[src/rtl/result_writeback.sv]
// Result writeback: quantises array READ-phase results, buffers them and
// streams them to data memory at RESULT_BASE_ADDR + index.
module result_writeback #(
    parameter int                    ADDR_SIZE        = 10,
    parameter int                    ACC_W            = 24,
    parameter int                    DATA_W           = 8,
    parameter int                    SHIFT            = 0,
    parameter int                    FIFO_DEPTH       = 8,
    parameter logic [ADDR_SIZE-1:0]  RESULT_BASE_ADDR = 10'h200
) (
    input  logic                  clk,
    input  logic                  reset,
    input  logic                  read,
    input  logic [ACC_W-1:0]      acc_data,
    input  logic [7:0]            column_size,
    output logic                  wr_valid,
    input  logic                  wr_ready,
    output logic [ADDR_SIZE-1:0]  wr_addr,
    output logic [DATA_W-1:0]     wr_data,
    output logic                  busy,
    output logic                  done,
    output logic                  len_err,
    output logic                  ovf_err,
    input  logic                  clear_err
);

    localparam int AW    = $clog2(FIFO_DEPTH);
    localparam int CNT_W = AW + 1;

    localparam logic [1:0] S_IDLE    = 2'd0;
    localparam logic [1:0] S_COLLECT = 2'd1;
    localparam logic [1:0] S_DRAIN   = 2'd2;
    localparam logic [1:0] S_DONE    = 2'd3;

    localparam logic signed [ACC_W-1:0] QMAX =
        ACC_W'((1 << (DATA_W - 1)) - 1);
    localparam logic signed [ACC_W-1:0] QMIN = ~QMAX;

    logic [1:0]             r_state;
    logic [7:0]             r_beats;
    logic [7:0]             r_col;
    logic [ADDR_SIZE-1:0]   r_index;
    logic [DATA_W-1:0]      r_mem [FIFO_DEPTH];
    logic [AW-1:0]          r_wptr;
    logic [AW-1:0]          r_rptr;
    logic [CNT_W-1:0]       r_count;
    logic                   r_len_err;
    logic                   r_ovf_err;

    logic signed [ACC_W-1:0] w_shift;
    logic [DATA_W-1:0]       w_q;
    logic                    w_valid;
    logic                    w_full;
    logic                    w_pop;
    logic                    w_push_req;
    logic                    w_push;
    logic                    w_drop;
    logic                    w_len_set;

    assign w_shift    = $signed(acc_data) >>> SHIFT;
    assign w_valid    = (r_count != '0);
    assign w_full     = (r_count == CNT_W'(FIFO_DEPTH));
    assign w_pop      = w_valid && wr_ready;
    assign w_push_req = read && (r_state == S_IDLE || r_state == S_COLLECT);
    assign w_push     = w_push_req && (!w_full || w_pop);
    assign w_drop     = read && !w_push;
    assign w_len_set  = (r_state == S_COLLECT) && !read && (r_beats != r_col);

    // Saturate the shifted accumulator into the signed result range
    always_comb begin
        w_q = w_shift[DATA_W-1:0];
        if (w_shift > QMAX) begin
            w_q = QMAX[DATA_W-1:0];
        end else if (w_shift < QMIN) begin
            w_q = QMIN[DATA_W-1:0];
        end
    end

    // Result buffer storage; contents are only observed while non-empty
    always_ff @(posedge clk) begin
        if (w_push) begin
            r_mem[r_wptr] <= w_q;
        end
    end

    // Buffer pointers and occupancy
    always_ff @(posedge clk or posedge reset) begin
        if (reset) begin
            r_wptr  <= '0;
            r_rptr  <= '0;
            r_count <= '0;
        end else begin
            if (w_push) begin
                r_wptr <= r_wptr + AW'(1);
            end
            if (w_pop) begin
                r_rptr <= r_rptr + AW'(1);
            end
            if (w_push && !w_pop) begin
                r_count <= r_count + CNT_W'(1);
            end else if (!w_push && w_pop) begin
                r_count <= r_count - CNT_W'(1);
            end
        end
    end

    // Burst sequencing, beat counting and write index
    always_ff @(posedge clk or posedge reset) begin
        if (reset) begin
            r_state <= S_IDLE;
            r_beats <= '0;
            r_col   <= '0;
            r_index <= '0;
        end else begin
            if (r_state == S_IDLE && read) begin
                r_index <= '0;
            end else if (w_pop) begin
                r_index <= r_index + ADDR_SIZE'(1);
            end
            unique case (r_state)
                S_IDLE: begin
                    if (read) begin
                        r_state <= S_COLLECT;
                        r_col   <= column_size;
                        r_beats <= 8'd1;
                    end
                end
                S_COLLECT: begin
                    if (read) begin
                        if (r_beats != 8'hFF) begin
                            r_beats <= r_beats + 8'd1;
                        end
                    end else begin
                        r_state <= S_DRAIN;
                    end
                end
                S_DRAIN: begin
                    if (!w_valid) begin
                        r_state <= S_DONE;
                    end
                end
                S_DONE: begin
                    r_state <= S_IDLE;
                end
                default: begin
                    r_state <= S_IDLE;
                end
            endcase
        end
    end

    // Sticky error flags; a new error outranks a simultaneous clear
    always_ff @(posedge clk or posedge reset) begin
        if (reset) begin
            r_len_err <= 1'b0;
            r_ovf_err <= 1'b0;
        end else begin
            if (w_len_set) begin
                r_len_err <= 1'b1;
            end else if (clear_err) begin
                r_len_err <= 1'b0;
            end
            if (w_drop) begin
                r_ovf_err <= 1'b1;
            end else if (clear_err) begin
                r_ovf_err <= 1'b0;
            end
        end
    end

    assign wr_valid = w_valid;
    assign wr_data  = w_valid ? r_mem[r_rptr] : '0;
    assign wr_addr  = RESULT_BASE_ADDR + r_index;
    assign busy     = (r_state == S_COLLECT) || (r_state == S_DRAIN);
    assign done     = (r_state == S_DONE);
    assign len_err  = r_len_err;
    assign ovf_err  = r_ovf_err;

endmodule

[config.mk]
export PLATFORM = sky130hd
export DESIGN_NAME = result_writeback
export DESIGN_NICKNAME = d
export VERILOG_FILES = /design/src/rtl/result_writeback.sv
export SDC_FILE = /design/constraint.sdc
export NUM_CORES = 1
export LEC_CHECK = 0
export CAP_MARGIN = 20
export CORE_ASPECT_RATIO = 0.7
export CORE_MARGIN = 2
export CORE_UTILIZATION = 30
export CTS_CLUSTER_SIZE = 28
export DETAILED_ROUTE_END_ITERATION = 8
export GPL_TIMING_DRIVEN = 0
export PLACE_DENSITY_LB_ADDON = 0.1
export RECOVER_POWER = 100
export SETUP_SLACK_MARGIN = 0.15
export SLEW_MARGIN = 25
export SYNTH_ARGS = -nofsm -noshare
export SYNTH_HDL_FRONTEND = slang
export SYNTH_SLANG_ARGS = --single-unit
[constraint.sdc]
create_clock -name clk -period 4.6 [get_ports clk]
set_input_delay 0.46 -clock clk [delete_from_list [all_inputs] [get_ports clk]]
set_output_delay 0.46 -clock clk [all_outputs]
set_load 0.005 [all_outputs]
==> results of run 1 <==
-- worst max-delay path: stages (launching register included) --
cell                        delay (ns)
sky130_fd_sc_hd__dfrtp_1          0.41
sky130_fd_sc_hd__inv_1            0.12
sky130_fd_sc_hd__ha_1             0.20
sky130_fd_sc_hd__clkbuf_1         0.38
sky130_fd_sc_hd__o21ai_0          0.23
sky130_fd_sc_hd__a31oi_1          0.60
sky130_fd_sc_hd__ha_1             0.32
sky130_fd_sc_hd__inv_1            0.12
sky130_fd_sc_hd__ha_1             0.28
sky130_fd_sc_hd__a21o_1           0.20
sky130_fd_sc_hd__a2111oi_0        0.42
sky130_fd_sc_hd__a31oi_1          0.08
sky130_fd_sc_hd__a221o_1          0.32
-- Yosys cell counts (6+ instances only) --
cell type,count,area [um2]
sky130_fd_sc_hd__nand2_1,19,71.3
sky130_fd_sc_hd__dfrtp_1,40,1000
sky130_fd_sc_hd__mux4_2,16,360
sky130_fd_sc_hd__nor3_1,7,35.0
sky130_fd_sc_hd__mux2_2,10,113
sky130_fd_sc_hd__o21a_1,8,60.1
sky130_fd_sc_hd__xnor2_1,11,96.3
sky130_fd_sc_hd__nor4_1,7,43.8
sky130_fd_sc_hd__ha_1,12,150
sky130_fd_sc_hd__mux2i_1,8,80.1
sky130_fd_sc_hd__xor2_1,12,105
sky130_fd_sc_hd__edfxtp_1,64,1920
sky130_fd_sc_hd__nand4_1,8,50.1
sky130_fd_sc_hd__a21oi_1,8,40.0
sky130_fd_sc_hd__buf_4,10,75.1
sky130_fd_sc_hd__nand3_1,6,30.0
sky130_fd_sc_hd__inv_1,9,33.8
sky130_fd_sc_hd__nor2_1,27,101
sky130_fd_sc_hd__o21ai_0,7,35.0
-- power breakdown --
part	switching, mW	internal [mW]	leakage (nW)
Combinational	0.590	0.637	0.943
Sequential	0.155	1.19	1.08
Clock	0.363	0.378	0.135
-- metrics by stage --
stage	total power [mW]	hold WS, ns	setup slack, ns	cells	util
floorplan	2.17	0.478	1.69	339	-
global placement	2.65	0.485	0.777	598	0.362
detailed placement	2.69	0.477	1.01	603	0.366
CTS	3.44	0.384	1.20	619	0.385
global route	3.57	0.523	0.516	619	0.381
finish	3.31	0.489	0.806	619	0.381
-- metal layers --
layer / track usage / share of wire / routed length [um]
met1: 0.192 / 0.51 / 5250
met2: 0.198 / 0.45 / 4590
met3: 0.0315 / 0.037 / 382
met4: 0.0370 / 0.0037 / 38
met5: 0 / 0 / 0
-- area by class of cell --
class / instances / share of cell area
Inverter: 11 / 0.00697
Clock inverter: 7 / 0.0112
Sequential cell: 104 / 0.494
Buffer: 21 / 0.0203
Multi-Input combinational cell: 203 / 0.285
Tap cell: 200 / 0.0423
Clock buffer: 9 / 0.0380
Timing Repair Buffer: 64 / 0.103
-- registers in the layout, summed over array words and instances, names as in the netlist --
register,count
len_err,1
ovf_err,1
r_beats,8
r_col,8
r_count,4
r_index,10
r_mem,64
r_rptr,3
r_state,2
r_wptr,3
-- path summary, 6_finish.rpt --
check                                  end  depth (start not counted)
worst max-delay path            r_count[3]                         12
worst min-delay path               ovf_err                          1
worst max register to register  r_count[3]                         12
worst min register to register     ovf_err                          1
max in group asynchronous         r_col[3]                          3
min in group asynchronous       r_index[9]                          2
-- cells by family after synthesis --
| logic type | after synthesis | share of synthesized area |
|---|---|---|
| flops | 104 | 0.611 |
| simple gates | 89 | 0.0934 |
| mux | 35 | 0.119 |
| compound gates | 43 | 0.0651 |
| xor+xnor | 23 | 0.0421 |
| fa+ha+maj | 13 | 0.0356 |
| buf+inv | 32 | 0.0343 |
==> results.cfg, run 1 <==
[job]
timing.max_cap.violations = 1

[setup_path]
crit_fanout = 10
timing.setup.critical_path_class = flop to flop
start_kind = flop
timing.critical_path.from = r_state[1]
cp.required_ns = 4.83
reg2reg_from = r_state[1]
ff2ff_setup_slack_ns = 0.81
critPathCaptureType = flop
cp_data_arrival_time_ns = 4.02

[placed_design]
gpl.final_weighted_congestion = 0.737
count_of_input_and_output_buffers = 59
placed_cell_area_um2 = 5700
dp_hpwl_mm = 7.37

[global_routing]
gr-usage-all-layers = 0.132
grt_pass1_wl_mm = 16.9
grt_pass1_vias = 3036
grt_max_degree = 29
grt_overflow_total = 0
antenna_found_initial = 0

[clock_network]
numCtsBuffers = 9
clkTransAtPathRegs_ns = 0.08
cts_max_level = 3
post_cts_resized = 0
insertion_delay_ns = 0.34
cts_hold_repair.buffers = 0
ctsRootBufferMaster = sky130_fd_sc_hd__clkbuf_16
ctsLongestPathBuffers = 2
clock_sinks = 104
post_cts_buffers = 0
cts_tree = yes

[synthesis]
synth_seq_area_share = 0.611
syn_area_per_cell_um2 = 14.1
synth_cell_type_count = 51
synth-warning-count = 0
ffs_latches_synth = 104
post_synth_instance_area_um2 = 4780
synthArstFlopShare = 0.385
synth-edff-count = 64
synth_top_flop_cell = sky130_fd_sc_hd__edfxtp_1
post_synth_inst_count = 339
synth_fp_nets = 389

[sta]
report.final.hold_viol_count = 0
timing.slew.headroom = -0.0471
unrepaired_setup_endpoints_after_global_routing = false
post-route-period-util = 0.825
final_total_negative_setup_slack_ns = 0
finClkSkew_ns = 0.00813
setup_violations = 0
finalWorstPathRequiredPeriod_ns = 3.79
worst-slew-pin-transition_ns = 1.57
max_slew_violations = 29
achievable-frequency_mhz = 264

[layout]
final_cell_area_um2 = 5920
syn2layout_area_growth_pct = 23.8
layout_common_cells = sky130_fd_sc_hd__edfxtp_1, sky130_fd_sc_hd__clkdlybuf4s50_1, sky130_fd_sc_hd__dfrtp_1
final-seq-area_um2 = 2920
area_occupied_by_multi_input_gates_um2 = 1690
antenna_cells_inserted = 0
final_nets = 464
layout_commonest_cell = sky130_fd_sc_hd__edfxtp_1
fillCellCount = 1473
final_layout_size_suffix_gt1_frac = 0.143

[route]
post_drt_wl_per_cell_um = 16.6
viasPerCell = 4.79
num_vias = 2962
drt_wl_total_mm = 10.3
detailedRoute.firstPassIterationCount = 6
detailedRoute.firstIterationViolations = 238
antenna_nets_post_route = 0
detail_route.drc_violations = 0

[pwr]
power.ir.vdd_worst_uv = 188
power_per_cell_area_nw_per_um2 = 559
power_leakage_nw = 2.16

[floorplanning]
core_area_um2 = 15500
floorplan.die.height_um = 110
floorplan.io_pins = 60
fp-row-count = 38
die_width_um = 155
initial_utilization = 0.308
floorplan.die_area_um2 = 17000

[worst_hold_path]
min_from = ovf_err
timing.hold.worst.class = flop to flop

[outcome]
status = finished, violations left
failed_checks = capacitance limit, slew limit
Power figures use the tool's default switching activity.
==> inputs of run 2 (changes only) <==
==> constraint.sdc (replaced) <==
create_clock -name clk -period 3.3 [get_ports clk]
set_input_delay 0.33 -clock clk [delete_from_list [all_inputs] [get_ports clk]]
set_output_delay 0.33 -clock clk [all_outputs]
set_load 0.005 [all_outputs]
==> run 2 against run 1 <==
  * The run still ends with capacitance limit, slew limit left
  * Non-clock buffer count up 2
  * Clock power up 40%
  * Critical endpoint unchanged
  * Sequential share of layout area down 0.30 points
  * Sequential cell count unchanged
  * Sequential power up 40%
  * Core utilization up 0.23 points
  * Register-to-register slack worse by 0.56 ns
  * Largest cell class unchanged
  * First-iteration DRC count up 8.4%
  * Final cell count up 0.32%
  * Clock-buffer cell count unchanged
  * Power up 41%
==> results.cfg, run 2 (synthesis results as in run 1) <==
[layout]
final_layout_size_suffix_gt1_frac = 0.164
final_nets = 466
finish.utilization = 0.383
layout_commonest_cell = sky130_fd_sc_hd__edfxtp_1
syn2layout_area_growth_pct = 24.5
layout_common_cells = sky130_fd_sc_hd__edfxtp_1, sky130_fd_sc_hd__clkdlybuf4s50_1, sky130_fd_sc_hd__dfrtp_1
top_register = r_mem
reg.largest.list = r_mem: 64 flops, r_index: 10 flops
largest_register_ff_count = 64
final_cell_count_no_fill = 621
antenna_cells_inserted = 0
fillCellCount = 1471

[clock_network]
numCtsBuffers = 9
ctsRootBufferMaster = sky130_fd_sc_hd__clkbuf_16
ctsLongestPathBuffers = 2
clkTransAtPathRegs_ns = 0.08
clock_sinks = 104
insertion_delay_ns = 0.35
cts_tree = yes
cts_max_level = 3

[setup_path]
critical_path.cell_chain = inv_1, ha_1, buf_6, o21ai_1, a31oi_1, ha_1, inv_1, ha_1, a21o_1, a2111oi_2, a31oi_1, a221o_1
crit_fanout = 10
timing.setup.critical_path_class = flop to flop
worst-r2r-cell-count = 12
cp_num_cells = 12
cp.buffers_inverters = 3
critical_path.most_common_cell = sky130_fd_sc_hd__ha_1
cpPeakStageDelay_ns = 0.41
critical_path.reg2reg.endpoint = r_count[3]
critPathCaptureType = flop
timing.critical_path.from = r_state[1]
setup.worst_path.end = r_count[3]
start_kind = flop
cp_data_arrival_time_ns = 3.29
critical-path-top-delay-family = compound AO/OA/AOI/OAI gates
reg2reg_from = r_state[1]
cp.required_ns = 3.54
cp_slowest_cell = sky130_fd_sc_hd__dfrtp_1
ff2ff_setup_slack_ns = 0.25

[global_routing]
grt_pass1_wl_mm = 16.9
grt_overflow_total = 0
grt_pass1_vias = 3042
use_met3 = 0.0315
groute.layer.met2.usage = 0.199
grt_util_met1 = 0.192
gr-usage-all-layers = 0.132
grt_max_degree = 29
grt_most_used_layer = met2
antenna_found_initial = 0

[sta]
achievable-frequency_mhz = 328
finClkSkew_ns = 0.00976
worst-slew-pin-transition_ns = 1.56
finalHoldWorstSlack_ns = 0.440
max_slew_violations = 29
finalWorstPathRequiredPeriod_ns = 3.05
post-route-period-util = 0.925
timing.slew.headroom = -0.0419
unrepaired_setup_endpoints_after_global_routing = false
setup_violations = 0
report.final.hold_viol_count = 0

[route]
antenna_nets_post_route = 0
viasPerCell = 4.75
detailedRoute.firstIterationViolations = 258
detail_route.drc_violations = 0
detailedRoute.firstPassIterationCount = 4
drt_wl_total_mm = 10.4
post_drt_wl_per_cell_um = 16.7
num_vias = 2952

[placed_design]
count_of_input_and_output_buffers = 59
post-place-cells = 603
dp_hpwl_mm = 7.37
gpl.final_weighted_congestion = 0.737

[floorplanning]
floorplan.die_area_um2 = 17000
initial_utilization = 0.308
floorplan.io_pins = 60
core_area_um2 = 15500
floorplan.die.height_um = 110
die_width_um = 155
fp-row-count = 38

[job]
timing.max_cap.violations = 1

[pwr]
power.ir.vdd_worst_uv = 262
power_leakage_nw = 2.19
power_per_cell_area_nw_per_um2 = 786

[outcome]
failed_checks = capacitance limit, slew limit
status = finished, violations left

[worst_hold_path]
timing.hold.worst.class = input port to async pin
run 2: layout make-up:
class,count,area [um2],area share
clock inverters,7,66.3,0.0111
multi-input cells,203,1690,0.284
clock buffers,9,225,0.0378
well taps,200,250,0.0420
flip-flops and latches,104,2920,0.491
plain buffers,21,130,0.0218
inverters,11,41.3,0.00693
repair buffers,66,631,0.106
run 2: what timing repair did:
item                       in CTS  in global routing
buffers inserted                1                  1
resized for setup               1                  7
setup endpoints to repair       2                  1
hold buffers                    0                  0
pin swaps                       0                  1
run 2: per-stage QoR:
step | worst slack [ns] | cell area (um2) | power, mW | TNS, ns
finish | 0.248 | 5960 | 4.68 | 0
global route | 0.0536 | 5960 | 5.03 | 0
CTS | 0.173 | 6000 | 4.81 | 0
detailed placement | -0.159 | 5700 | 3.75 | -0.159
global placement | -0.393 | 5630 | 3.70 | -5.95
floorplan | 0.394 | 4780 | 3.03 | 0
run 2: power by group:
| group | switching (mW) | total, mW | internal, mW |
|---|---|---|---|
| clock | 0.512 | 1.04 | 0.527 |
| combinational | 0.843 | 1.77 | 0.925 |
| sequential | 0.216 | 1.87 | 1.66 |
| total | 1.57 | 4.68 | 3.11 |
run 2: how the worst min path moves through the flow:
| stage | slack [ns] | endpoint | start |
|---|---|---|---|
| floorplan | 0.47 | ovf_err | read |
| finish | 0.44 | r_index[9] | reset |
| global placement | 0.48 | ovf_err | ovf_err |
| global route | 0.50 | r_index[8] | reset |
| detailed placement | 0.48 | ovf_err | ovf_err |
| CTS | 0.25 | r_index[9] | reset |
run 2: routing by layer:
| layer | vias to the layer above | routed length (um) |
|---|---|---|
| met5 | - | 0 |
| met3 | 11 | 278 |
| met4 | 0 | 101 |
| met1 | 1456 | 5380 |
| met2 | 57 | 4600 |
| li1 | 1428 | - |
==> edit, RTL diff (settings of run 1) <==
Compare `r_count` against `CNT_W'(FIFO_DEPTH)` with >= in place of ==.
--- a/src/rtl/result_writeback.sv
+++ b/src/rtl/result_writeback.sv
@@ -59,7 +59,7 @@
 
     assign w_shift    = $signed(acc_data) >>> SHIFT;
     assign w_valid    = (r_count != '0);
-    assign w_full     = (r_count == CNT_W'(FIFO_DEPTH));
+    assign w_full     = (r_count >= CNT_W'(FIFO_DEPTH));
     assign w_pop      = w_valid && wr_ready;
     assign w_push_req = read && (r_state == S_IDLE || r_state == S_COLLECT);
     assign w_push     = w_push_req && (!w_full || w_pop);
Function: same outputs for any inputs over 4 cycles, from zero or initial values and one cycle with reset high; that may be too few to reach the edited logic, so the function may still have changed.
==> edit against run 1 <==
Wire length down 0.64%; worst setup slack better by 0.15 ns; largest power group unchanged; largest cell class unchanged; sequential share of layout area up 0.17 points; critical endpoint unchanged; critical path depth up 1; count of clock-buffer cells in the layout unchanged; synthesized area down 0.60%; sequential cell count unchanged; final area down 0.34%; total power down 1.3%.
==> edit: results <==
<?xml version="1.0" encoding="UTF-8"?>
<metrics>
  <group name="final_layout">
    <metric name="final_net_count" unit="">465</metric>
    <metric name="layout-drive-gt1-share" unit="">0.138</metric>
  </group>
  <group name="placed_design">
    <metric name="place_ws" unit="ns">0.935</metric>
    <metric name="routability_congestion_estimate" unit="">0.776</metric>
    <metric name="dp_hpwl" unit="microns">7290</metric>
  </group>
  <group name="setup_path">
    <metric name="ff2ff_path_depth" unit="">13</metric>
    <metric name="critPathArrivalTime" unit="ns">3.87</metric>
    <metric name="cp_max_fo" unit="">9</metric>
    <metric name="slowest_delay" unit="ns">0.42</metric>
    <metric name="r2r_slack" unit="ns">0.95</metric>
  </group>
  <group name="status">
    <metric name="outcome" unit="">complete, no violations</metric>
  </group>
  <group name="hold_path">
    <metric name="hp-start" unit="">len_err</metric>
    <metric name="min_to" unit="">len_err</metric>
  </group>
  <group name="power_and_ir_drop">
    <metric name="power.leakage" unit="nW">2.16</metric>
    <metric name="worst_ir_drop_vdd" unit="mV">0.241</metric>
  </group>
  <group name="yosys">
    <metric name="synth.yosys.seq_area_share" unit="">0.615</metric>
    <metric name="synth.area.top_cells" unit="">sky130_fd_sc_hd__edfxtp_1, sky130_fd_sc_hd__dfrtp_1, sky130_fd_sc_hd__mux4_2</metric>
    <metric name="synthesis.nets" unit="">388</metric>
    <metric name="leading_post_synthesis_cells_by_instance_count" unit="">sky130_fd_sc_hd__edfxtp_1, sky130_fd_sc_hd__dfrtp_1, sky130_fd_sc_hd__nand2_1, sky130_fd_sc_hd__nor2_1, sky130_fd_sc_hd__mux4_2</metric>
  </group>
  <group name="global_route">
    <metric name="first_pass_grt_wire_length" unit="microns">16300</metric>
    <metric name="globalRouteTotalUtil" unit="">0.129</metric>
    <metric name="grt_start_max_net_pins" unit="">28</metric>
    <metric name="first_global_vias" unit="">2876</metric>
  </group>
  <group name="detailed_routing">
    <metric name="dr.pass1.iters" unit="">4</metric>
    <metric name="avgRoutedWirePerCell" unit="microns">16.5</metric>
    <metric name="dr.first_iter.drc_count" unit="">165</metric>
  </group>
  <group name="sta">
    <metric name="final.setup_skew" unit="ns">0.00682</metric>
    <metric name="relSlewSlack" unit="">0.00728</metric>
  </group>
</metrics>
[edit: cell types whose count changed after synthesis, moves of 3 or more]
cell | run 1 | this run
sky130_fd_sc_hd__nor2_1 | 27 | 22
sky130_fd_sc_hd__o21ai_0 | 7 | 12
sky130_fd_sc_hd__nand2_1 | 19 | 23
sky130_fd_sc_hd__inv_1 | 9 | 12
sky130_fd_sc_hd__nand3_1 | 6 | 3
[edit: kinds of logic after synthesis]
logic type                 Yosys count  synth area share
AOI/OAI and AO/OA                   42            0.0597
xor gates and xnor gates            23            0.0424
adders and majority gates           13            0.0358
buffers and inverters               33            0.0342
DFF                                104             0.615
muxes                               34             0.117
and+or+nand+nor                     89            0.0963
[edit: area by class of cell]
class | instances | area (sq um)
flip-flops and latches | 104 | 2920
well taps | 200 | 250
clock inverters | 7 | 62.6
inverters | 13 | 48.8
multi-input cells | 201 | 1660
repair buffers | 66 | 617
fillers | 1491 | 9600
clock buffers | 9 | 225
plain buffers | 20 | 111
[edit: per-stage QoR]
step / hold WS, ns / util / std cells / cell area, sq um / total power [mW]
6_report: 0.507 / 0.381 / 620 / 5900 / 3.27
5_1_grt: 0.537 / 0.381 / 620 / 5900 / 3.52
4_1_cts: 0.395 / 0.386 / 620 / 5980 / 3.39
3_5_place_dp: 0.506 / 0.367 / 604 / 5690 / 2.63
3_3_place_gp: 0.494 / 0.361 / 597 / 5600 / 2.59
2_1_floorplan: 0.487 / - / 338 / 4760 / 2.12
[edit: per-layer routing]
layer	GRT usage	routed length [microns]
met5	0	0
met4	0.0317	78
met3	0.0311	315
met2	0.187	4540
met1	0.196	5270
[edit: where the power goes]
part,internal [mW],total (mW),switching [mW]
Combinational,0.625,1.19,0.568
Clock,0.379,0.744,0.365
Sequential,1.18,1.33,0.157
Total,2.18,3.27,1.09
